==> src/rtl/lsu_pkg.sv <==
// Shared definitions for the load/store unit: access sizes and FSM states.
package lsu_pkg;

  // Access size encoding, taken from funct3[1:0]
  localparam logic [1:0] SZ_B = 2'b00;
  localparam logic [1:0] SZ_H = 2'b01;
  localparam logic [1:0] SZ_W = 2'b10;
  localparam logic [1:0] SZ_D = 2'b11;

  // One memory transaction at a time: accept, request, wait, present result
  typedef enum logic [1:0] {
    ST_IDLE = 2'd0,
    ST_REQ  = 2'd1,
    ST_WAIT = 2'd2,
    ST_RESP = 2'd3
  } lsu_state_e;

endpackage

==> src/rtl/lsu_align.sv <==
// Byte-lane alignment for the LSU: builds the store byte mask and the
// lane-shifted store data, and turns the raw 8-byte read word into a
// truncated, sign- or zero-extended 64-bit load result.
// The offset is forced down to the access alignment, so no access ever
// crosses the 8-byte lane.
module lsu_align
  import lsu_pkg::*;
#(
  parameter int DATA_W = 64
) (
  input  logic [1:0]        i_size,
  input  logic              i_unsigned,
  input  logic [2:0]        i_off,
  input  logic [DATA_W-1:0] i_wdata,
  input  logic [DATA_W-1:0] i_rsp_data,
  output logic [7:0]        o_wmask,
  output logic [DATA_W-1:0] o_wdata,
  output logic [DATA_W-1:0] o_rdata
);

  // Truncate the lane-shifted read word to the access size and extend it
  function automatic logic [DATA_W-1:0] extend(input logic [DATA_W-1:0] raw,
                                               input logic [1:0] size,
                                               input logic uns);
    logic signed [7:0]  b;
    logic signed [15:0] h;
    logic signed [31:0] w;
    logic               s;
    b = raw[7:0];
    h = raw[15:0];
    w = raw[31:0];
    case (size)
      SZ_B: begin
        s = b[7] & ~uns;
        extend = {{(DATA_W-8){s}}, b};
      end
      SZ_H: begin
        s = h[15] & ~uns;
        extend = {{(DATA_W-16){s}}, h};
      end
      SZ_W: begin
        s = w[31] & ~uns;
        extend = {{(DATA_W-32){s}}, w};
      end
      default: extend = raw;
    endcase
  endfunction

  logic [2:0] w_off;
  logic [5:0] w_shamt;
  logic [7:0] w_mask_base;

  // Offset masking, mask generation and lane shifting
  always_comb begin
    w_off       = i_off;
    w_mask_base = 8'h01;
    case (i_size)
      SZ_B: begin
        w_off       = i_off;
        w_mask_base = 8'h01;
      end
      SZ_H: begin
        w_off       = {i_off[2:1], 1'b0};
        w_mask_base = 8'h03;
      end
      SZ_W: begin
        w_off       = {i_off[2], 2'b00};
        w_mask_base = 8'h0F;
      end
      default: begin
        w_off       = 3'd0;
        w_mask_base = 8'hFF;
      end
    endcase
    w_shamt = {w_off, 3'b000};
    o_wmask = w_mask_base << w_off;
    o_wdata = i_wdata << w_shamt;
    o_rdata = extend(i_rsp_data >> w_shamt, i_size, i_unsigned);
  end

endmodule

==> src/rtl/lsu.sv <==
// Load/store unit between execute and memory. Latches one access from
// execute, issues a single valid/ready memory request, waits for the
// read data or write ack, and presents the formatted load result (0 for
// stores) until writeback takes it.
// Optional: define LSU_MISALIGN_CHECK_EN to add out_misalign; misaligned
// accesses then skip memory and complete with out_misalign=1.
module lsu
  import lsu_pkg::*;
#(
  parameter int ADDR_W = 64,
  parameter int DATA_W = 64
) (
  input  logic              clk,
  input  logic              rst,
  input  logic              in_valid,
  output logic              in_ready,
  input  logic              in_wen,
  input  logic [2:0]        in_funct3,
  input  logic [ADDR_W-1:0] in_addr,
  input  logic [DATA_W-1:0] in_wdata,
  output logic              mem_req_valid,
  input  logic              mem_req_ready,
  output logic [ADDR_W-1:0] mem_req_addr,
  output logic              mem_req_wen,
  output logic [DATA_W-1:0] mem_req_wdata,
  output logic [7:0]        mem_req_wmask,
  input  logic              mem_rsp_valid,
  input  logic [DATA_W-1:0] mem_rsp_data,
  output logic              out_valid,
  input  logic              out_ready,
  output logic [DATA_W-1:0] out_rdata
`ifdef LSU_MISALIGN_CHECK_EN
  ,
  output logic              out_misalign
`endif
);

  lsu_state_e        r_state;
  lsu_state_e        w_state_nxt;
  logic              r_wen;
  logic [2:0]        r_funct3;
  logic [ADDR_W-1:0] r_addr;
  logic [DATA_W-1:0] r_wdata;
  logic [DATA_W-1:0] r_rdata;
  logic [7:0]        w_wmask;
  logic [DATA_W-1:0] w_wdata_sh;
  logic [DATA_W-1:0] w_rdata_ext;
  logic              w_in_misalign;

`ifdef LSU_MISALIGN_CHECK_EN
  logic r_misalign;

  // True when the low address bits are not a multiple of the access size
  function automatic logic misaligned(input logic [1:0] size, input logic [2:0] off);
    case (size)
      SZ_H:    misaligned = off[0];
      SZ_W:    misaligned = |off[1:0];
      SZ_D:    misaligned = |off;
      default: misaligned = 1'b0;
    endcase
  endfunction

  assign w_in_misalign = misaligned(in_funct3[1:0], in_addr[2:0]);
  assign out_misalign  = r_misalign;
`else
  assign w_in_misalign = 1'b0;
`endif

  lsu_align #(
    .DATA_W(DATA_W)
  ) u_align (
    .i_size    (r_funct3[1:0]),
    .i_unsigned(r_funct3[2]),
    .i_off     (r_addr[2:0]),
    .i_wdata   (r_wdata),
    .i_rsp_data(mem_rsp_data),
    .o_wmask   (w_wmask),
    .o_wdata   (w_wdata_sh),
    .o_rdata   (w_rdata_ext)
  );

  assign in_ready      = (r_state == ST_IDLE);
  assign mem_req_valid = (r_state == ST_REQ);
  assign mem_req_addr  = {r_addr[ADDR_W-1:3], 3'b000};
  assign mem_req_wen   = r_wen;
  assign mem_req_wdata = w_wdata_sh;
  assign mem_req_wmask = r_wen ? w_wmask : 8'h00;
  assign out_valid     = (r_state == ST_RESP);
  assign out_rdata     = r_rdata;

  // State register
  always_ff @(posedge clk) begin
    if (rst) r_state <= ST_IDLE;
    else     r_state <= w_state_nxt;
  end

  // Next-state logic; the response is only looked at in WAIT
  always_comb begin
    w_state_nxt = r_state;
    case (r_state)
      ST_IDLE: if (in_valid)      w_state_nxt = w_in_misalign ? ST_RESP : ST_REQ;
      ST_REQ:  if (mem_req_ready) w_state_nxt = ST_WAIT;
      ST_WAIT: if (mem_rsp_valid) w_state_nxt = ST_RESP;
      ST_RESP: if (out_ready)     w_state_nxt = ST_IDLE;
      default:                    w_state_nxt = ST_IDLE;
    endcase
  end

  // Latched request fields and the held result
  always_ff @(posedge clk) begin
    if (rst) begin
      r_wen    <= 1'b0;
      r_funct3 <= 3'd0;
      r_addr   <= '0;
      r_wdata  <= '0;
      r_rdata  <= '0;
`ifdef LSU_MISALIGN_CHECK_EN
      r_misalign <= 1'b0;
`endif
    end else begin
      case (r_state)
        ST_IDLE: begin
          if (in_valid) begin
            r_wen    <= in_wen;
            r_funct3 <= in_funct3;
            r_addr   <= in_addr;
            r_wdata  <= in_wdata;
            r_rdata  <= '0;
`ifdef LSU_MISALIGN_CHECK_EN
            r_misalign <= w_in_misalign;
`endif
          end
        end
        ST_WAIT: begin
          if (mem_rsp_valid) r_rdata <= r_wen ? '0 : w_rdata_ext;
        end
        ST_RESP: begin
`ifdef LSU_MISALIGN_CHECK_EN
          if (out_ready) r_misalign <= 1'b0;
`endif
        end
        default: ;
      endcase
    end
  end

endmodule

==> config.mk <==
export PLATFORM = sky130hd
export DESIGN_NAME = lsu
export DESIGN_NICKNAME = d
export VERILOG_FILES = /design/src/rtl/lsu_pkg.sv /design/src/rtl/lsu_align.sv /design/src/rtl/lsu.sv
export SDC_FILE = /design/constraint.sdc
export NUM_CORES = 1
export LEC_CHECK = 0
export BUFFER_PORTS_ARGS = -buffer_cell sky130_fd_sc_hd__buf_2
export CAP_MARGIN = 20
export CELL_PAD_IN_SITES_DETAIL_PLACEMENT = 1
export CELL_PAD_IN_SITES_GLOBAL_PLACEMENT = 2
export CORE_MARGIN = 2
export CORE_UTILIZATION = 27
export DETAILED_ROUTE_END_ITERATION = 7
export PLACE_DENSITY = 0.93
export SLEW_MARGIN = 20
export SYNTH_ARGS = -nofsm -noshare
export SYNTH_HDL_FRONTEND = slang
export SYNTH_SLANG_ARGS = --single-unit
export TNS_END_PERCENT = 100
==> constraint.sdc <==
create_clock -name clk -period 3.45 [get_ports clk]
set_clock_uncertainty 0.1 [all_clocks]
set_input_delay 0.69 -clock clk [delete_from_list [all_inputs] [get_ports clk]]
set_output_delay 0.69 -clock clk [all_outputs]
set_load 0.02 [all_outputs]
Word-level counts from Yosys, hierarchy flattened
Cells that the tools add are included.
{"block": "classes", "n_reduce_logical": 6, "eq_ne": 9, "shift": 3, "mux": 13, "bitwise": 4}
{"cell": "64-bit 2-to-1 mux", "count": 3}
{"cell": "64-bit one-hot mux with 3 select lines", "count": 1}
{"cell": "64-bit one-hot mux with 2 select lines", "count": 1}
{"cell": "64-bit by 6-bit << shifter with 64-bit output", "count": 1}
{"cell": "64-bit by 6-bit right shift with 64-bit output", "count": 1}
{"cell": "8-bit one-hot mux with 3 select lines", "count": 1}
{"cell": "3-bit one-hot mux with 3 select lines", "count": 1}
{"cell": "2-bit 2-to-1 mux", "count": 4}
{"cell": "8-bit 2-to-1 mux", "count": 1}
{"cell": "2-bit one-hot mux with 4 select lines", "count": 1}
{"cell": "8-bit by 3-bit << shifter with 8-bit output", "count": 1}
{"cell": "2-bit == test, second input constant", "count": 3}
{"cell": "2-bit by 1-bit == test with 1-bit output, second input constant", "count": 2}
{"cell": "2-bit zero test", "count": 2}
{"cell": "2-bit by 1-bit inequality test with 1-bit output, second input constant", "count": 2}
{"cell": "2-bit inequality test, second input constant", "count": 2}
{"cell": "4-bit AND reduction", "count": 1}
{"cell": "1-bit bitwise AND", "count": 3}
{"cell": "3-bit AND reduction", "count": 1}
{"cell": "2-bit AND reduction", "count": 1}
{"cell": "2-bit nonzero test", "count": 1}
{"cell": "1-bit inverter", "count": 1}
{"block": "word_totals", "output_inout_bits": 204, "register_bits": 198}

Depth between registers and ports, before layout
{"block": "depth", "ltp_word": 8, "ltp_mapped": 10, "ltp_nobuf": 8}

Modules after synthesis
A second synthesis with hierarchy kept.
{"block": "unflattened", "hier_cells": 1481, "area_unflattened_um2": 11139.4}
{"module": "lsu", "n_inst": 1, "seq_area_each_um2": 3963.8, "cells_each": 965, "area_per_inst_um2": 7838.8}
{"module": "lsu_align", "n_inst": 1, "seq_area_each_um2": 0.0, "cells_each": 516, "area_per_inst_um2": 3300.7}

Least setup slack after synthesis
OpenSTA, ideal clock, no wires.
{"block": "synth_timing", "kind": "register to output", "startpoint": "register r_funct3[0]", "endpoint": "output port mem_req_wdata[48]", "t_arrival_ns": 2.387, "setup_slack_ns": 0.273, "required_ns": 2.660, "n_path_buf": 5, "stages_incl_launch_ff": 9, "path_cell_list": "dfxtp_1 buf_6 or3b_1 buf_2 buf_2 buf_2 buf_2 mux2i_1 a222oi_1"}
{"block": "synth_via", "elab_chain_len": 3, "elab_cells_between_ends": 5}
{"element": "start: declaration", "line_no": "lsu.sv:41", "rtl": "logic [2:0] r_funct3;"}
{"element": "start signal: assignment", "line_no": "lsu.sv:125", "rtl": "r_funct3 <= in_funct3;"}
{"element": "2-bit == test (tied with other cells)", "line_no": "lsu_align.sv:57", "rtl": "case (i_size)"}
{"element": "3-bit one-hot mux with 3 select lines *", "line_no": "lsu_align.sv:57"}
{"element": "64-bit by 6-bit << shifter with 64-bit output *", "line_no": "lsu_align.sv:77", "rtl": "o_wdata = i_wdata << w_shamt;"}
{"element": "end: declaration", "line_no": "lsu.sv:25", "rtl": "output logic [DATA_W-1:0] mem_req_wdata,"}
Every way passes the cells marked *; elsewhere a longest branch is shown, timed or not.

Final worst setup path
{"block": "layout_timing", "startpoint": "register r_funct3[0]", "endpoint": "output port mem_req_wdata[61]"}
Same word-level chain as after synthesis.

==> impl_metrics.json <==
{
  "ant_nets": 0,
  "ys_seq_area_share_pct": 37.65,
  "synthFlopType": "dfxtp_1",
  "viasPerCell": 5.080,
  "cp.depth": 7,
  "hold_path_class": "flip-flop to flip-flop",
  "cts_tree": "done",
  "synth_async_sr_flop_share_pct": 0,
  "status": "finished clean",
  "cpMostUsedCell": "mux2i_1",
  "grt_pass1_wl_um": 71990,
  "dieArea_um2": 40590,
  "yosysMostFrequentCell": "nand2_1",
  "vias": 11310,
  "yosys.area.top_type_share_pct": 37.65,
  "worstPathArrival_ns": 2.54,
  "die_w_um": 201.5,
  "crit_family": "simple AND/OR/NAND/NOR gates",
  "startpoint_type": "flip-flop",
  "rr_worst_depth": 8,
  "worstMarginPinSlew_ns": 0.7195,
  "drc_errors": 0,
  "die_h_um": 201.5,
  "required_ns": 2.66,
  "rsz0062_at_grt": "no",
  "synth_fa_ha_area_share_pct": 0.4753,
  "synthMuxAreaShare_pct": 9.816,
  "cp_max_fo": 43,
  "synth_area_um2": 10530,
  "yosys-top-cells-area": "dfxtp_1 38%, nand2_1 13%, mux2i_1 9.6%",
  "critPathMaxStageDelay_ns": 0.47,
  "grt_pass1_vias": 11740,
  "ys_types": 56,
  "clk_pin_slew_ns": 0.08,
  "firstDrtPassIters": 8,
  "globalRouteMet1Util_pct": 26.74,
  "design.core.area_um2": 38560,
  "start_util_pct": 27.31,
  "hold_viol": 0,
  "synth_compound_area_share_pct": 21.85,
  "grt-ovfl-total": 0,
  "synthSimpleGateAreaFrac_pct": 20.65,
  "endpoint_kind": "primary output",
  "dp_hpwl_um": 36430,
  "h-tree-depth": 4,
  "ys_ff_latch": 198,
  "antenna_found_initial": 8,
  "synth_cells": 1407,
  "leakage_nw": 6.529,
  "finalCritPeriodShare_pct": 96.43,
  "yosys_warnings": 0,
  "synth_top_family_by_area": "compound AO/OA/AOI/OAI gates",
  "clock_sink_count": 198,
  "synth_area_per_cell_um2": 7.483,
  "grt_max_degree": 133,
  "gr-usage-met2_pct": 41.26,
  "routabilityCongestion": 0.9256,
  "drtIter0Drc": 639,
  "drive_gt1_share_pct": 29.58,
  "io_buffers": 402,
  "fin_tns_setup_ns": 0,
  "cap_viol_max_count": 0,
  "synth-edff-count": 0,
  "synth_commonest_cells": "372 x nand2_1, 198 x a21oi_1, 198 x dfxtp_1",
  "fin_nets": 1899,
  "met3_usage_pct": 5.879,
  "post_drt_wl_per_cell_um": 21.41,
  "finalSetupViolations": 0,
  "synth_xor_xnor_area_share_pct": 0,
  "powerDensity_nw_per_um2": 703.0,
  "grt_busiest_layer": "met2",
  "cp_num_buf_inv": 2,
  "cts.path.max_buffers": 2,
  "holdWs_ns": 0.3427,
  "yosysTopAreaCell": "dfxtp_1",
  "fin_crit_ns": 3.327,
  "relSlewSlack_pct": 51.98,
  "area_delta_synth_final_pct": 25.91,
  "ir_worst_vdd_v": 0.0003517,
  "wirelength_um": 47670,
  "finalMaxSlewViolations": 0,
  "cts_root_buf": "clkbuf_16",
  "ios": 406,
  "cpMaxStageDelayCell": "or3b_4",
  "crit_type": "flip-flop to primary output",
  "hold_path_depth": 2,
  "clock_latency_ns": 0.46,
  "cts_buffers": 17,
  "crit_chain": "or3b_4, buf_12, mux2i_1, mux2i_1, nor2_1, a221oi_2, buf_2",
  "clock.fmax_mhz": 300.6,
  "track_usage_pct": 23.14,
  "num_rows": 72
}
through the flow:
stage / setup WS [ns] / util (%) / area, um^2 / power [mW] / std cells
6_report: 0.1230 / 34.38 / 13260 / 9.319 / 2226
5_1_grt: 0.0004756 / 34.38 / 13250 / 9.915 / 2225
4_1_cts: 0.03041 / 34.30 / 13230 / 9.412 / 2222
2_1_floorplan: 0.2726 / - / 10540 / 5.838 / 1409
3_3_place_gp: 0.4763 / 32.79 / 12640 / 7.300 / 2189
3_5_place_dp: 0.3652 / 32.79 / 12640 / 7.378 / 2189
path summary, 6_finish.rpt:
check	startpoint	to	slack, ns
worst max register to register	r_funct3[0]	out_rdata[40]	0.51
worst min-delay path	out_rdata[56]	out_rdata[56]	0.34
worst max-delay path	r_funct3[0]	mem_req_wdata[61]	0.12
worst min register to register	out_rdata[56]	out_rdata[56]	0.34
placed cells by master (no fill, tap or decap), types with 3 or more instances in the layout:
cell type / count
a222oi_1: 7
a311oi_1: 6
o211ai_1: 8
and2_1: 10
buf_4: 38
ha_1: 4
conb_1: 3
dfxtp_2: 3
clkbuf_8: 3
clkbuf_16: 17
clkinv_4: 3
o221ai_1: 9
inv_1: 13
o22ai_1: 11
nor2b_1: 4
a22oi_1: 4
o21ai_0: 47
nor2_1: 90
nor3_1: 4
a221oi_2: 3
nand2_1: 371
dfxtp_1: 195
or2_2: 6
o21ai_1: 11
diode_2: 4
a21o_1: 13
a221oi_1: 15
nor2_2: 3
mux2i_1: 100
nand3_1: 21
nand2b_1: 4
and3_1: 8
a21oi_1: 198
a22o_1: 16
a32oi_1: 8
buf_2: 401
clkbuf_1: 4
buf_12: 5
power breakdown:
part / total [mW] / switching [mW] / internal, mW
clock network: 1.98 / 0.934 / 1.05
logic: 4.37 / 2.97 / 1.40
registers: 2.96 / 0.317 / 2.65
total: 9.32 / 4.22 / 5.10
per-layer routing:
metal / part of all wire (%) / wire [um]
met1: 40 / 19130
met3: 6.5 / 3077
met5: 0.082 / 39
met4: 2.6 / 1247
met2: 51 / 24170
logic make-up (layout without fill, tap and decap cells):
family | Yosys count | count (layout)
simple gates | 534 | 534
compound gates | 375 | 375
flops | 198 | 198
buf+inv | 193 | 488
mux | 102 | 102
fa+ha+maj | 4 | 4
other cells | 1 | 7
sequential cells by signal, indices dropped and copies added, names as in the netlist:
signal / flops
mem_req_wen: 1
r_state: 2
r_addr: 64
out_rdata: 64
r_funct3: 3
r_wdata: 64
cell type report:
| type | instances | area (um^2) |
|---|---|---|
| Sequential cell | 198 | 3968 |
| Antenna cell | 4 | 10.01 |
| Multi-Input combinational cell | 1018 | 5625 |
| Clock inverter | 6 | 71.32 |
| Inverter | 13 | 48.80 |
| Clock buffer | 24 | 481.7 |
| Timing Repair Buffer | 445 | 2404 |
| Fill cell | 4854 | 25300 |
| Tap cell | 518 | 648.1 |
worst register-to-register path: stages, from the launching register on:
cell	delay (ns)
dfxtp_1	0.46
buf_4	0.28
a21bo_2	0.20
buf_12	0.29
a21oi_1	0.13
a2111oi_2	0.45
a22o_1	0.26
o31a_1	0.50
a22o_1	0.22
timing repair:
item,in CTS,in global routing
hold buffers,0,0
pin swaps,0,0
gates resized for setup,1,5
setup buffers,3,0
endpoints found under the setup margin,9,12
No activity file was read; power rests on OpenSTA's default activity.
